`config.mk`:
```
export PLATFORM = sky130hd
export DESIGN_NAME = spi_reg_bank
export DESIGN_NICKNAME = d
export VERILOG_FILES = /design/src/rtl/spi_pkg.sv /design/src/rtl/spi_sync_edge.sv /design/src/rtl/spi_reg_bank.sv
export SDC_FILE = /design/constraint.sdc
export NUM_CORES = 1
export LEC_CHECK = 0
export CORE_AREA = 3 3 93 95
export CTS_CLUSTER_DIAMETER = 60
export DETAILED_ROUTE_END_ITERATION = 7
export DIE_AREA = 0 0 96 98
export GPL_ROUTABILITY_DRIVEN = 0
export PLACE_DENSITY_LB_ADDON = 0.25
export SKIP_LAST_GASP = 1
export SYNTH_ARGS = -nofsm -noshare
export SYNTH_HDL_FRONTEND = slang
export SYNTH_HIERARCHICAL = 1
export SYNTH_SLANG_ARGS = --single-unit
```
`constraint.sdc`:
```
create_clock -name clk -period 2.35 [get_ports clk]
set_input_delay 0.235 -clock clk [delete_from_list [all_inputs] [get_ports clk]]
set_output_delay 0.235 -clock clk [all_outputs]
set_load 0.05 [all_outputs]
```
`src/rtl/spi_pkg.sv`:
```
`default_nettype none
// ============================================================================
// spi_pkg : shared state encoding, RW constants and frame-width helper
// Rev 1.0
// ============================================================================
package spi_pkg;

    typedef enum logic [1:0] {
        IDLE = 2'd0,
        CMD  = 2'd1,
        DATA = 2'd2,
        DONE = 2'd3
    } state_e;

    localparam logic RW_WRITE = 1'b1;
    localparam logic RW_READ  = 1'b0;

    function automatic int frame_w(input int addr_w, input int data_w);
        return 1 + addr_w + data_w;
    endfunction

endpackage
`default_nettype wire

```
`src/rtl/spi_sync_edge.sv`:
```
`default_nettype none
// ============================================================================
// spi_sync_edge : 2-flop synchronizer plus history flop, rise/fall pulses
// Rev 1.0
// ============================================================================
module spi_sync_edge
    import spi_pkg::*;
(
    input  logic clk,
    input  logic rst,
    input  logic d_i,
    output logic level_o,
    output logic rise_o,
    output logic fall_o
);

    logic s1_q;
    logic s2_q;
    logic hist_q;

    // Reset to 0 so a cs_n held low through reset never looks like a new frame start.
    always_ff @(posedge clk) begin
        if (rst) begin
            s1_q   <= 1'b0;
            s2_q   <= 1'b0;
            hist_q <= 1'b0;
        end else begin
            s1_q   <= d_i;
            s2_q   <= s1_q;
            hist_q <= s2_q;
        end
    end

    assign level_o = s2_q;
    assign rise_o  = s2_q & ~hist_q;
    assign fall_o  = ~s2_q & hist_q;

endmodule
`default_nettype wire

```
`src/rtl/spi_reg_bank.sv`:
```
`default_nettype none
// ============================================================================
// spi_reg_bank : oversampled SPI (mode 0) register bank, RW+addr+data frames.
// Read-back on cipo is compiled in only when SPI_READBACK_EN is defined.
// Rev 1.0
// ============================================================================
module spi_reg_bank
    import spi_pkg::*;
#(
    parameter int NUM_REGS = 5,
    parameter int DATA_W   = 8,
    parameter int ADDR_W   = 7
) (
    input  logic                         clk,
    input  logic                         rst,
    input  logic                         sclk,
    input  logic                         cs_n,
    input  logic                         copi,
    output logic                         cipo,
    output logic [NUM_REGS*DATA_W-1:0]   regs,
    output logic                         wr_stb,
    output logic [ADDR_W-1:0]            wr_addr,
    output logic                         addr_err
);

    localparam int                FRAME_W    = frame_w(ADDR_W, DATA_W);
    localparam int                CNT_W      = $clog2(FRAME_W + 1);
    localparam int                CMD_W      = 1 + ADDR_W;
    localparam logic [CNT_W-1:0]  CMD_LAST   = CNT_W'(CMD_W - 1);
    localparam logic [CNT_W-1:0]  FRAME_LAST = CNT_W'(FRAME_W - 1);
    localparam logic [ADDR_W:0]   NUM_REGS_L = (ADDR_W + 1)'(NUM_REGS);

    logic sclk_rise;
    logic sclk_fall;
    logic cs_rise;
    logic cs_fall;
    logic copi_lvl;
    logic sclk_lvl_unused;
    logic cs_lvl_unused;
    logic copi_rise_unused;
    logic copi_fall_unused;

    spi_sync_edge u_sync_sclk (
        .clk     (clk),
        .rst     (rst),
        .d_i     (sclk),
        .level_o (sclk_lvl_unused),
        .rise_o  (sclk_rise),
        .fall_o  (sclk_fall)
    );

    spi_sync_edge u_sync_cs (
        .clk     (clk),
        .rst     (rst),
        .d_i     (cs_n),
        .level_o (cs_lvl_unused),
        .rise_o  (cs_rise),
        .fall_o  (cs_fall)
    );

    spi_sync_edge u_sync_copi (
        .clk     (clk),
        .rst     (rst),
        .d_i     (copi),
        .level_o (copi_lvl),
        .rise_o  (copi_rise_unused),
        .fall_o  (copi_fall_unused)
    );

    state_e              state_q, state_d;
    logic [CNT_W-1:0]    cnt_q, cnt_d;
    logic [CMD_W-1:0]    cmd_q, cmd_d;
    logic [DATA_W-1:0]   dat_q, dat_d;
    logic [DATA_W-1:0]   regs_q [NUM_REGS];
    logic [DATA_W-1:0]   regs_d [NUM_REGS];
    logic                wr_stb_q, wr_stb_d;
    logic [ADDR_W-1:0]   wr_addr_q, wr_addr_d;
    logic                addr_err_q, addr_err_d;

    logic [CMD_W-1:0]    cmd_shift;
    logic [DATA_W-1:0]   dat_shift;
    logic [ADDR_W-1:0]   cmd_addr;
    logic                cmd_rw;
    logic                addr_ok;

    assign cmd_shift = {cmd_q[CMD_W-2:0], copi_lvl};
    assign dat_shift = {dat_q[DATA_W-2:0], copi_lvl};
    assign cmd_addr  = cmd_q[ADDR_W-1:0];
    assign cmd_rw    = cmd_q[CMD_W-1];
    assign addr_ok   = ({1'b0, cmd_addr} < NUM_REGS_L);

`ifdef SPI_READBACK_EN
    logic [DATA_W-1:0]   rd_q, rd_d;
    logic                cipo_q, cipo_d;
    logic [DATA_W-1:0]   rd_word;

    // Addresses with no register fall through to zero.
    always_comb begin
        rd_word = '0;
        for (int k = 0; k < NUM_REGS; k++) begin
            if (cmd_shift[ADDR_W-1:0] == ADDR_W'(k)) begin
                rd_word = regs_q[k];
            end
        end
    end

    always_ff @(posedge clk) begin
        if (rst) begin
            rd_q   <= '0;
            cipo_q <= 1'b0;
        end else begin
            rd_q   <= rd_d;
            cipo_q <= cipo_d;
        end
    end

    assign cipo = cipo_q;
`else
    assign cipo = 1'b0;
`endif

    always_comb begin
        state_d    = state_q;
        cnt_d      = cnt_q;
        cmd_d      = cmd_q;
        dat_d      = dat_q;
        regs_d     = regs_q;
        wr_stb_d   = 1'b0;
        wr_addr_d  = wr_addr_q;
        addr_err_d = 1'b0;
`ifdef SPI_READBACK_EN
        rd_d       = rd_q;
        cipo_d     = cipo_q;
`endif
        unique case (state_q)
            IDLE: begin
                if (cs_fall) begin
                    cnt_d   = '0;
                    cmd_d   = '0;
                    dat_d   = '0;
                    state_d = CMD;
                end
            end
            CMD: begin
                if (cs_rise) begin
                    state_d = IDLE;
                end else if (sclk_rise) begin
                    cmd_d = cmd_shift;
                    cnt_d = cnt_q + CNT_W'(1);
                    if (cnt_q == CMD_LAST) begin
                        state_d = DATA;
`ifdef SPI_READBACK_EN
                        rd_d = (cmd_shift[CMD_W-1] == RW_READ) ? rd_word : '0;
`endif
                    end
                end
            end
            DATA: begin
                // Abort takes priority even over the final rising edge.
                if (cs_rise) begin
                    state_d = IDLE;
                end else begin
`ifdef SPI_READBACK_EN
                    if (sclk_fall) begin
                        cipo_d = rd_q[DATA_W-1];
                        rd_d   = {rd_q[DATA_W-2:0], 1'b0};
                    end
`endif
                    if (sclk_rise) begin
                        dat_d = dat_shift;
                        cnt_d = cnt_q + CNT_W'(1);
                        if (cnt_q == FRAME_LAST) begin
                            state_d = DONE;
                            if (!addr_ok) begin
                                addr_err_d = 1'b1;
                            end else if (cmd_rw == RW_WRITE) begin
                                wr_stb_d  = 1'b1;
                                wr_addr_d = cmd_addr;
                                for (int k = 0; k < NUM_REGS; k++) begin
                                    if (cmd_addr == ADDR_W'(k)) begin
                                        regs_d[k] = dat_shift;
                                    end
                                end
                            end
                        end
                    end
                end
            end
            DONE: begin
                if (cs_rise) begin
                    state_d = IDLE;
                end
            end
        endcase
`ifdef SPI_READBACK_EN
        if (state_d != DATA) begin
            cipo_d = 1'b0;
        end
`endif
    end

    always_ff @(posedge clk) begin
        if (rst) begin
            state_q    <= IDLE;
            cnt_q      <= '0;
            cmd_q      <= '0;
            dat_q      <= '0;
            regs_q     <= '{default: '0};
            wr_stb_q   <= 1'b0;
            wr_addr_q  <= '0;
            addr_err_q <= 1'b0;
        end else begin
            state_q    <= state_d;
            cnt_q      <= cnt_d;
            cmd_q      <= cmd_d;
            dat_q      <= dat_d;
            regs_q     <= regs_d;
            wr_stb_q   <= wr_stb_d;
            wr_addr_q  <= wr_addr_d;
            addr_err_q <= addr_err_d;
        end
    end

    generate
        for (genvar k = 0; k < NUM_REGS; k++) begin : g_flat
            assign regs[k*DATA_W +: DATA_W] = regs_q[k];
        end
    endgenerate

    assign wr_stb   = wr_stb_q;
    assign wr_addr  = wr_addr_q;
    assign addr_err = addr_err_q;

endmodule
`default_nettype wire

```
* Word-level counts from Yosys, hierarchy flattened *
Index checks and enable logic that the tools add are counted.

storage, ports and cells
  register bits after elaboration = 79
  latch bits = 0
  RAM bits = 0
  ROM bits = 0
  input port bits = 5
  output and inout bits = 50
  logic and storage cells = 94
  memories = 0

operators by class
  add/subtract/negate cells = 1
  $mul = 0
  div/mod/pow operators = 0
  order comparisons = 1
  eq/ne operators = 21
  shifts and indexed selects = 0
  mux-type cells = 22
  bitwise operators = 11
  reductions and logical operators = 18

operators by type and width
  operator             count
  $reduce_and 7->1     5
  $mux 8               3
  $mux 2               8
  $pmux 8 s2           1
  $mux 5               3
  $eq 7x2->1 const B   2
  $mux 7               2
  $ne 2x2->1 const B   7
  $pmux 7 s2           1
  $ne 3x3->1 const B   4
  $reduce_and 4->1     3
  $reduce_and 6->1     2
  $pmux 5 s2           1
  $not 1->1            8
  $pmux 2 s4           1
  $eq 7x1->1 const B   1
  $eq 7x3->1 const B   1
  $logic_not 7->1      1
  $lt 7x3->1 const B   1
  $reduce_bool 2->1    3
  $reduce_or 6->1      1
  $add 5x1->5 const B  1
  $eq 5x3->1 const B   1
  $eq 5x4->1 const B   1
  other kinds (8)      12

* Longest topological paths before layout *
  depth after elaboration = 5
  depth in mapped cells = 8
  depth with buffers taken out = 7

* By module *
The synthesis kept the hierarchy.

by module, submodules not included
  module         instances  cells an instance  area each (µm²)  sequential area each (µm²)
  spi_reg_bank   1          296                2885.3           1421.4
  spi_sync_edge  3          8                  91.3             60.1

* Least setup slack after synthesis *
OpenSTA, ideal clock, no wires.

  path kind = flip-flop to flip-flop
  start point = reg cnt_q[0]
  end point = reg regs_q (netlist bit regs[16])
  library setup time = 0.128 ns
  data arrival time = 1.719 ns
  data required time = 2.222 ns
  path slack = 0.504 ns
  stages on the path, launching flop included = 9
  path buffers = 1
  clock period less this slack = 1.846 ns
  path through = dfxtp_1 ha_1 and3_1 ha_1 and4b_1 buf_2 nand4_2 mux2i_1 nor2_1

between the ends
  word-level cells in the longest chain between the ends = 2

RTL lines
  element                            line                 RTL
  from (decl)                        spi_reg_bank.sv:71   logic [CNT_W-1:0] cnt_q, cnt_d;
  from (signal assigned)             spi_reg_bank.sv:214  cnt_q <= cnt_d;
  $eq 5x4->1                         spi_reg_bank.sv:172  if (cnt_q == FRAME_LAST) begin
  $reduce_and 7->1 (no source line)  n/a
  to (signal assigned)               spi_reg_bank.sv:217  regs_q <= regs_d;
  to (decl)                          spi_reg_bank.sv:74   logic [DATA_W-1:0] regs_q [NUM_REGS];

No other way between the ends.
A chain may end at the register's enable or synchronous reset.

* Worst setup path in the final report *
  start point = reg cnt_q[0]
  end point = reg regs_q (netlist bit regs[6])

Same word-level chain as after synthesis.

==> impl_metrics.csv <==
group,metric,value,unit
sta,drv_slew,0,
floorplanning,die-area,9410,um2
clock_network,cts_max_level,3,
detailed_routing,num_vias,2351,
clock_network,clock_path_buffers,2,
detailed_routing,ant_nets,0,
setup_path,ff2ff_path_depth,7,
floorplanning,fp.dieW,96,um
sta,setup_viol,0,
pwr,leakage,1.69,nW
detailed_routing,avgRoutedWirePerCell,13.8,um
sta,final_hold_viol_count,0,
setup_path,crit_type,"flip-flop to flip-flop",
clock_network,cts.sinks,79,
pwr,power_density,622,nW/um2
detailed_routing,routed_wl,6560,um
worst_hold_path,holdCritPathClass,"input port to flip-flop",
floorplanning,core-area,7810,um2
clock_network,hold_buffers,0,
setup_path,reg2reg_from,"cnt_q[0]",
clock_network,cts_root_buf,"clkbuf_8",
setup_path,r2r_end,"regs[6]",
pwr,power_switching,648,uW
pwr,irDropWorstVdd,370,uV
detailed_routing,drt_iter0_drc,80,
detailed_routing,route.met3.wl,228,um
detailed_routing,wl_met2,2950,um
floorplanning,core.rowCount,32,
setup_path,cp_data_arrival_time,2.38,ns
clock_network,clk_latency,0.35,ns
pwr,comb_power_share,0.072,
layout,final_layout_size_suffix_gt1_frac,0.0858,
setup_path,crit_path_end_kind,"flip-flop",
global_route,grt_pass1_vias,2266,
detailed_routing,met1_length,3290,um
sta,timing.final.crit_period,2.14,ns
pwr,power_switching_share,0.265,
pwr,p_int,1.80,mW
detailed_routing,via_per_inst,4.95,
placement,hpwlAfterDp,4440,um
global_route,grt_pass1_wl,11200,um
pwr,seqPwrFrac,0.554,
yosys,synth_area_per_cell,9.89,um2
layout,fillers,755,
clock_network,cts_tree,"yes",
layout,syn2layout_area_growth,26.2,%
pwr,clockPowerShare,0.374,
setup_path,critPathLaunch,"cnt_q[0]",
floorplanning,io_pins,55,
sta,fin_worst_skew,0.0129,ns
sta,rsz0062_at_grt,"yes",
placement,place_ws,0.218,ns
floorplanning,start_util,0.399,
clock_network,cts_made_buffers,9,
yosys,synthCells,315,
flow_run,max_cap_violations,0,
sta,timing.hold.ws,0.388,ns
setup_path,critPathLaunchType,"flip-flop",
sta,slew_headroom,0.592,
layout,antenna_cells,0,
detailed_routing,drc,0,
sta,fin_crit_sh,0.913,
sta,setup_slack,0.206,ns
layout,stdcell_count,475,
setup_path,cp_max_fo,8,
placement,placement.io_buffers,53,
yosys,yosysWarnings,6,
global_route,grt-ovfl-total,0,
sta,fmax,466,MHz
setup_path,endpoint,"regs[6]",
yosys,synth_nets,327,
sta,tightest_slew,0.612,ns
setup_path,cp.required,2.59,ns
global_route,grt_use_total,0.150,
clock_network,clk_pin_slew,0.08,ns
layout,stdcell_area,3930,um2
status,status,"finished, final reports clean",
yosys,synth_area,3110,um2
placement,placed_cells_incl_taps,459,
layout,finalNetCount,380,
floorplanning,fp.dieH,98,um
global_route,grt_max_degree,47,
global_route,antenna_found_initial,0,
pwr,p_total,2.44,mW
detailed_routing,firstDrtPassIters,4,
placement,dpl-instance-area,3750,um2
detailed_routing,top_layer,"met4",
layout,regArea,1580,um2
setup_path,ff2ff_setup_slack,0.21,ns
layout,multi_input_area,1440,um2
-- flip-flops by register name (all words and copies together) (netlist names), 2 cells and up --
| name | count |
|---|---|
| dat_q | 7 |
| state_q | 2 |
| cmd_q | 8 |
| wr_addr | 7 |
| regs | 40 |
| cnt_q | 5 |
-- power by group through the flow --
stage	logic [mW]	registers (mW)	clock network [mW]
final	0.176	1.35	0.914
after CTS	0.176	1.35	0.949
after global placement	0.170	1.39	0
after floorplan	0.132	1.38	0
after global routing	0.197	1.36	0.990
after detailed placement	0.175	1.39	0
-- layout by cell type, fill, tap and decap left out, types with 5 or more instances in the layout --
master           count
dfxtp_1             79
clkdlybuf4s50_1     52
nor2_1              50
mux2i_1             46
a21oi_1             18
nand3_1             17
nand2_1             16
nor2b_1             15
clkbuf_8             9
inv_1                7
ha_1                 7
nand4_2              6
and3_1               5
-- metrics by stage --
step / TNS, ns / util
2_1_floorplan: 0 / -
4_1_cts: 0 / 0.504
3_5_place_dp: 0 / 0.480
5_1_grt: -0.00867 / 0.504
3_3_place_gp: 0 / 0.480
6_report: 0 / 0.504
-- how the worst min path moves through the flow --
| stage | startpoint | endpoint | slack [ns] | cells past startpoint |
|---|---|---|---|---|
| global route | rst | cnt_q[0] | 0.41 | 2 |
| floorplan | rst | u_sync_copi/level_o | 0.31 | 1 |
| global placement | u_sync_sclk/s1_q | u_sync_sclk/level_o | 0.42 | 1 |
| finish | rst | cnt_q[0] | 0.39 | 2 |
| detailed placement | u_sync_cs/s1_q | u_sync_cs/level_o | 0.42 | 1 |
| CTS | rst | wr_stb | 0.37 | 2 |
-- area by class of cell --
| class | instances | share of cell area |
|---|---|---|
| Timing Repair Buffer | 58 | 0.146 |
| Sequential cell | 79 | 0.402 |
| Tap cell | 102 | 0.0325 |
| Multi-Input combinational cell | 213 | 0.366 |
| Inverter | 7 | 0.00668 |
| Clock inverter | 7 | 0.0143 |
| Clock buffer | 9 | 0.0315 |
-- layer usage --
metal / track usage / vias up
met5: 0 / -
met4: 0.0635 / 0
met3: 0.0408 / 8
li1: - / 1193
met1: 0.212 / 1103
met2: 0.213 / 47
-- critical path: stages (launching register included) --
cell     delay (ns)
dfxtp_1        0.38
ha_1           0.20
and3_1         0.16
ha_1           0.16
and4b_1        0.39
nand4_2        0.41
mux2i_1        0.28
nor2_1         0.05
-- timing repair --
action	in CTS	in global routing
endpoints found under the hold margin	0	0
buffers inserted	0	0
setup endpoints to repair	0	1
resized for setup	0	0
Note: power is estimated with default switching activity, not from simulation.
